===== src/rtl/ysyx_23060332_mem_arbiter.sv =====
// ysyx_23060332_mem_arbiter
// Shares the single NPC memory port between IFU and LSU, one transaction at a
// time. LSU has fixed priority over IFU; a starvation counter forces an IFU
// grant after STARVE_MAX consecutive LSU grants while IFU was waiting.
// Optional response watchdog: define ARB_TIMEOUT_EN to enable it.
module ysyx_23060332_mem_arbiter #(
  parameter int STARVE_MAX     = 4,
  parameter int TIMEOUT_CYCLES = 1024
) (
  input  logic        clk,
  input  logic        rst_n,
  input  logic        ifu_req_valid,
  output logic        ifu_req_ready,
  input  logic [31:0] ifu_addr,
  output logic        ifu_rsp_valid,
  output logic [31:0] ifu_rdata,
  input  logic        lsu_req_valid,
  output logic        lsu_req_ready,
  input  logic [31:0] lsu_addr,
  input  logic        lsu_wen,
  input  logic [31:0] lsu_wdata,
  input  logic [3:0]  lsu_wmask,
  output logic        lsu_rsp_valid,
  output logic [31:0] lsu_rdata,
  output logic        mem_req_valid,
  input  logic        mem_req_ready,
  output logic [31:0] mem_addr,
  output logic        mem_wen,
  output logic [31:0] mem_wdata,
  output logic [3:0]  mem_wmask,
  input  logic        mem_rsp_valid,
  input  logic [31:0] mem_rdata,
  output logic        arb_err
);

  typedef enum logic [2:0] {
    IDLE     = 3'd0,
    REQ_IFU  = 3'd1,
    REQ_LSU  = 3'd2,
    WAIT_IFU = 3'd3,
    WAIT_LSU = 3'd4
  } state_t;

  localparam int SC_W = $clog2(STARVE_MAX + 1);

  state_t          state, state_nxt;
  logic [SC_W-1:0] starve_cnt, starve_cnt_nxt;
  logic            timeout;

  // State register; reset aborts any transaction in flight.
  // NOTE: sequential state uses non-blocking assignments so every flop samples pre-edge values.
  always_ff @(posedge clk or negedge rst_n) begin
    if (!rst_n) state <= IDLE;
    else        state <= state_nxt;
  end

  // Starvation counter, updated only by grants in IDLE.
  always_ff @(posedge clk or negedge rst_n) begin
    if (!rst_n) starve_cnt <= '0;
    else        starve_cnt <= starve_cnt_nxt;
  end

`ifdef ARB_TIMEOUT_EN
  localparam int WC_W = $clog2(TIMEOUT_CYCLES + 1);

  logic [WC_W-1:0] wait_cnt;
  logic            arb_err_q;

  // Wait counter: held at zero during REQ so it starts from zero in WAIT.
  always_ff @(posedge clk or negedge rst_n) begin
    if (!rst_n) begin
      wait_cnt <= '0;
    end else if (state == REQ_IFU || state == REQ_LSU) begin
      wait_cnt <= '0;
    end else if (state == WAIT_IFU || state == WAIT_LSU) begin
      wait_cnt <= wait_cnt + WC_W'(1);
    end
  end

  // A real response in the last allowed cycle wins over the timeout.
  assign timeout = (state == WAIT_IFU || state == WAIT_LSU) && !mem_rsp_valid &&
                   (wait_cnt == WC_W'(TIMEOUT_CYCLES - 1));

  // Sticky error flag, cleared only by reset.
  always_ff @(posedge clk or negedge rst_n) begin
    if (!rst_n)       arb_err_q <= 1'b0;
    else if (timeout) arb_err_q <= 1'b1;
  end

  // Visible in the timeout cycle itself, then held by the flop.
  assign arb_err = arb_err_q | timeout;
`else
  // The watchdog limit has no consumer when the watchdog is absent.
  logic timeout_unused;
  assign timeout_unused = |TIMEOUT_CYCLES;
  assign timeout        = 1'b0;
  assign arb_err        = 1'b0;
`endif

  // Next-state, starvation update and all datapath outputs.
  // NOTE: every output gets a default first so no path through the case infers a latch.
  always_comb begin
    state_nxt      = state;
    starve_cnt_nxt = starve_cnt;
    ifu_req_ready  = 1'b0;
    ifu_rsp_valid  = 1'b0;
    ifu_rdata      = '0;
    lsu_req_ready  = 1'b0;
    lsu_rsp_valid  = 1'b0;
    lsu_rdata      = '0;
    mem_req_valid  = 1'b0;
    mem_addr       = '0;
    mem_wen        = 1'b0;
    mem_wdata      = '0;
    mem_wmask      = '0;

    case (state)
      IDLE: begin
        if (ifu_req_valid && (!lsu_req_valid || starve_cnt == SC_W'(STARVE_MAX))) begin
          state_nxt      = REQ_IFU;
          starve_cnt_nxt = '0;
        end else if (lsu_req_valid) begin
          state_nxt = REQ_LSU;
          if (ifu_req_valid && starve_cnt != SC_W'(STARVE_MAX))
            starve_cnt_nxt = starve_cnt + SC_W'(1);
        end
      end

      REQ_IFU: begin
        mem_req_valid = 1'b1;
        mem_addr      = ifu_addr;
        ifu_req_ready = mem_req_ready;
        if (mem_req_ready) begin
          if (mem_rsp_valid) begin
            ifu_rsp_valid = 1'b1;
            ifu_rdata     = mem_rdata;
            state_nxt     = IDLE;
          end else begin
            state_nxt = WAIT_IFU;
          end
        end
      end

      REQ_LSU: begin
        mem_req_valid = 1'b1;
        mem_addr      = lsu_addr;
        mem_wen       = lsu_wen;
        mem_wdata     = lsu_wdata;
        mem_wmask     = lsu_wmask;
        lsu_req_ready = mem_req_ready;
        if (mem_req_ready) begin
          if (mem_rsp_valid) begin
            lsu_rsp_valid = 1'b1;
            lsu_rdata     = mem_rdata;
            state_nxt     = IDLE;
          end else begin
            state_nxt = WAIT_LSU;
          end
        end
      end

      WAIT_IFU: begin
        if (mem_rsp_valid) begin
          ifu_rsp_valid = 1'b1;
          ifu_rdata     = mem_rdata;
          state_nxt     = IDLE;
        end else if (timeout) begin
          ifu_rsp_valid = 1'b1;
          ifu_rdata     = 32'hdeadbeef;
          state_nxt     = IDLE;
        end
      end

      WAIT_LSU: begin
        if (mem_rsp_valid) begin
          lsu_rsp_valid = 1'b1;
          lsu_rdata     = mem_rdata;
          state_nxt     = IDLE;
        end else if (timeout) begin
          lsu_rsp_valid = 1'b1;
          lsu_rdata     = 32'hdeadbeef;
          state_nxt     = IDLE;
        end
      end

      default: state_nxt = IDLE;
    endcase
  end

endmodule


===== config.mk =====
export PLATFORM = sky130hd
export DESIGN_NAME = ysyx_23060332_mem_arbiter
export DESIGN_NICKNAME = d
export VERILOG_FILES = /design/src/rtl/ysyx_23060332_mem_arbiter.sv
export SDC_FILE = /design/constraint.sdc
export NUM_CORES = 1
export LEC_CHECK = 0
export ABC_AREA = 1
export CAP_MARGIN = 40
export CORE_AREA = 5 5 105 107
export DETAILED_ROUTE_END_ITERATION = 7
export DIE_AREA = 0 0 110 112
export PLACE_DENSITY = 0.7
export SLEW_MARGIN = 15
export SYNTH_ARGS = -nofsm -noshare
export SYNTH_HDL_FRONTEND = slang
export SYNTH_SLANG_ARGS = --single-unit

===== constraint.sdc =====
create_clock -name clk -period 4.3 [get_ports clk]
set_clock_uncertainty 0.15 [all_clocks]
set_input_delay 1.075 -clock clk [delete_from_list [all_inputs] [get_ports clk]]
set_output_delay 1.075 -clock clk [all_outputs]
set_load 0.02 [all_outputs]

==> results.cfg, run 1 <==
[cts]
cts_root_buffer = clkbuf_8
holdBufCountCts = 0
cts_resized = 0
numCtsBuffers = 3
clk_pin_slew_ns = 0.03
cts_num_sinks = 6
clockBufferDepth = 2
insertion_delay_ns = 0.23
post_cts_buffers = 0
htreeDepth = 1
cts_tree = yes

[synthesis]
mappedNetlistNets = 494
ys_seq_area_share_pct = 9.22
yosysWarnings = 0
yosysUniqueCellTypes = 20
mappedNetlistArea_um2 = 1630
avgSynthCellArea_um2 = 4.61
syn_inst = 353
ys_ff_latch = 6

[worst_hold_path]
hp-class = flip-flop to flip-flop
hold_path_depth = 2

[power]
p_leak_nw = 2.30
ir_worst_vdd_uv = 208
p_per_area_nw_per_um2 = 417

[global_routing]
grt_antenna_before_repair = 0
grt_max_degree = 58
grt_overflow = 0
grt_use_total_pct = 14.2
grt_pass1_wl_um = 14000
grt_pass1_vias = 2864

[detailed_routing]
drt-initial-drc-count = 152
antenna_left = 0
drt_first_pass_iters = 6
via_per_inst = 3.91
wl_um = 9720
drc = 0
dr_total_vias = 2950
wl_per_cell_um = 12.9

[final_layout]
seq_area_um2 = 150
layout_commonest_cell = clkdlybuf4s50_1
diodes = 0
fillers = 1039
finish.utilization_pct = 45.3
stdcell_area_um2 = 4550
syn_to_final_growth_pct = 179
drive_gt1_share_pct = 1.94
fin_nets = 761
multi_input_area_um2 = 837
layout_common_cells = clkdlybuf4s50_1, inv_1, nor2_1, o22ai_1, nand2_1

[placement]
dp_hpwl_um = 8670
placed_area_um2 = 4510
gp_congestion = 0.847
port_buffers = 276

[sta]
fin_crit_ns = 4.10
slew_viol_final = 0
slew_headroom_pct = 56.4
worst_slew_pin_slew_ns = 0.653
holdWs_ns = 0.412
tns_ns = 0
hold_violations = 0
rsz0062_at_grt = no
finalCritPeriodShare_pct = 95.2
max_freq_mhz = 244
final-setup-viol-count = 0

[worst_setup_path]
cp-start-kind = input port
end_kind = output pin
arrival_ns = 2.87
crit_type = input port to output pin
rr_worst_depth = 8
crit_fanout = 32
required_ns = 3.07

[run]
maxCapViolations = 0

[floorplan]
die-area_um2 = 12300
die_w_um = 110
core_area_um2 = 10000
fp-row-count = 37
die_h_um = 112
start_util_pct = 16.2
num_io_pins = 278

[outcome]
status = complete, no violations
per-stage QoR:
stage                     instances  worst slack, ns  total power [W]
after floorplan                 353            0.945         0.000970
after global placement          751            0.198          0.00180
after detailed placement        751            0.203          0.00183
after CTS                       754            0.203          0.00192
after global routing            754           0.0872          0.00204
final                           754            0.205          0.00190
cells by family (layout without fill, tap and decap cells):
| kind of cell | count (synthesis) | count (layout) | share of synthesized area, % |
|---|---|---|---|
| simple gates | 142 | 142 | 34.7 |
| fa+ha+maj | 2 | 2 | 1.54 |
| xor+xnor | 1 | 1 | 0.538 |
| buf+inv | 163 | 428 | 39.4 |
| other cells | 1 | 1 | 0.230 |
| compound gates | 38 | 38 | 14.4 |
| flops | 6 | 6 | 9.22 |
sequential cells by signal, indices dropped and copies added (netlist names):
| signal | flops |
|---|---|
| starve_cnt | 3 |
| state | 3 |
layout make-up:
| type | instances | area share, % |
|---|---|---|
| multi-input cells | 184 | 18.4 |
| well taps | 136 | 3.74 |
| clock buffers | 3 | 0.908 |
| inverters | 145 | 12.0 |
| repair buffers | 280 | 61.7 |
| flip-flops and latches | 6 | 3.30 |
synthesized netlist by cell type (all sizes together):
cell type	number	area, µm²
buf	6	51.3
nand2	20	77.6
inv	145	544
conb	1	3.75
nand4	3	18.8
dfrtp	6	150
xor2	1	8.76
o22ai	32	200
clkbuf	12	45.0
nand3	10	60.1
ha	2	25.0
o21ai	5	28.8
a21oi	1	5.00
nor2	109	409
worst paths after layout:
check	from	to	slack (ns)
worst min-delay path	state[2]	state[2]	0.41
min in group asynchronous	rst_n	starve_cnt[2]	0.95
worst max register to register	state[0]	state[0]	2.29
worst max-delay path	mem_rsp_valid	ifu_rdata[15]	0.20
max in group asynchronous	rst_n	state[2]	2.83
worst min register to register	state[2]	state[2]	0.41
metal layers:
layer / GRT usage (%) / wire, µm / vias to the layer above
li1: - / - / 1514
met1: 12.9 / 3100 / 1248
met2: 28.2 / 5020 / 177
met3: 6.09 / 1490 / 11
met4: 2.91 / 110 / 0
met5: 0 / 0 / -
worst max-delay path, stage by stage:
cell and delay [ns]:
clkdlybuf4s50_1 0.48, nand3_1 0.08, nor2_1 0.17, inv_1 0.06, buf_4 0.23, nor2_1 0.12, clkdlybuf4s50_1 0.65
power breakdown:
part | switching [W] | leakage [nW] | internal [W]
sequential | 0.0000283 | 0.0778 | 0.0000801
clock | 0.0000255 | 0.0216 | 0.0000602
combinational | 0.000930 | 2.21 | 0.000772
(Power assumes the default switching activity.)
==> run 2: changes to the inputs <==
Settings changed: CAP_MARGIN 40 to 5.
==> results of run 2 <==
No change in the layout: final DEF, timing and power equal those of run 1.
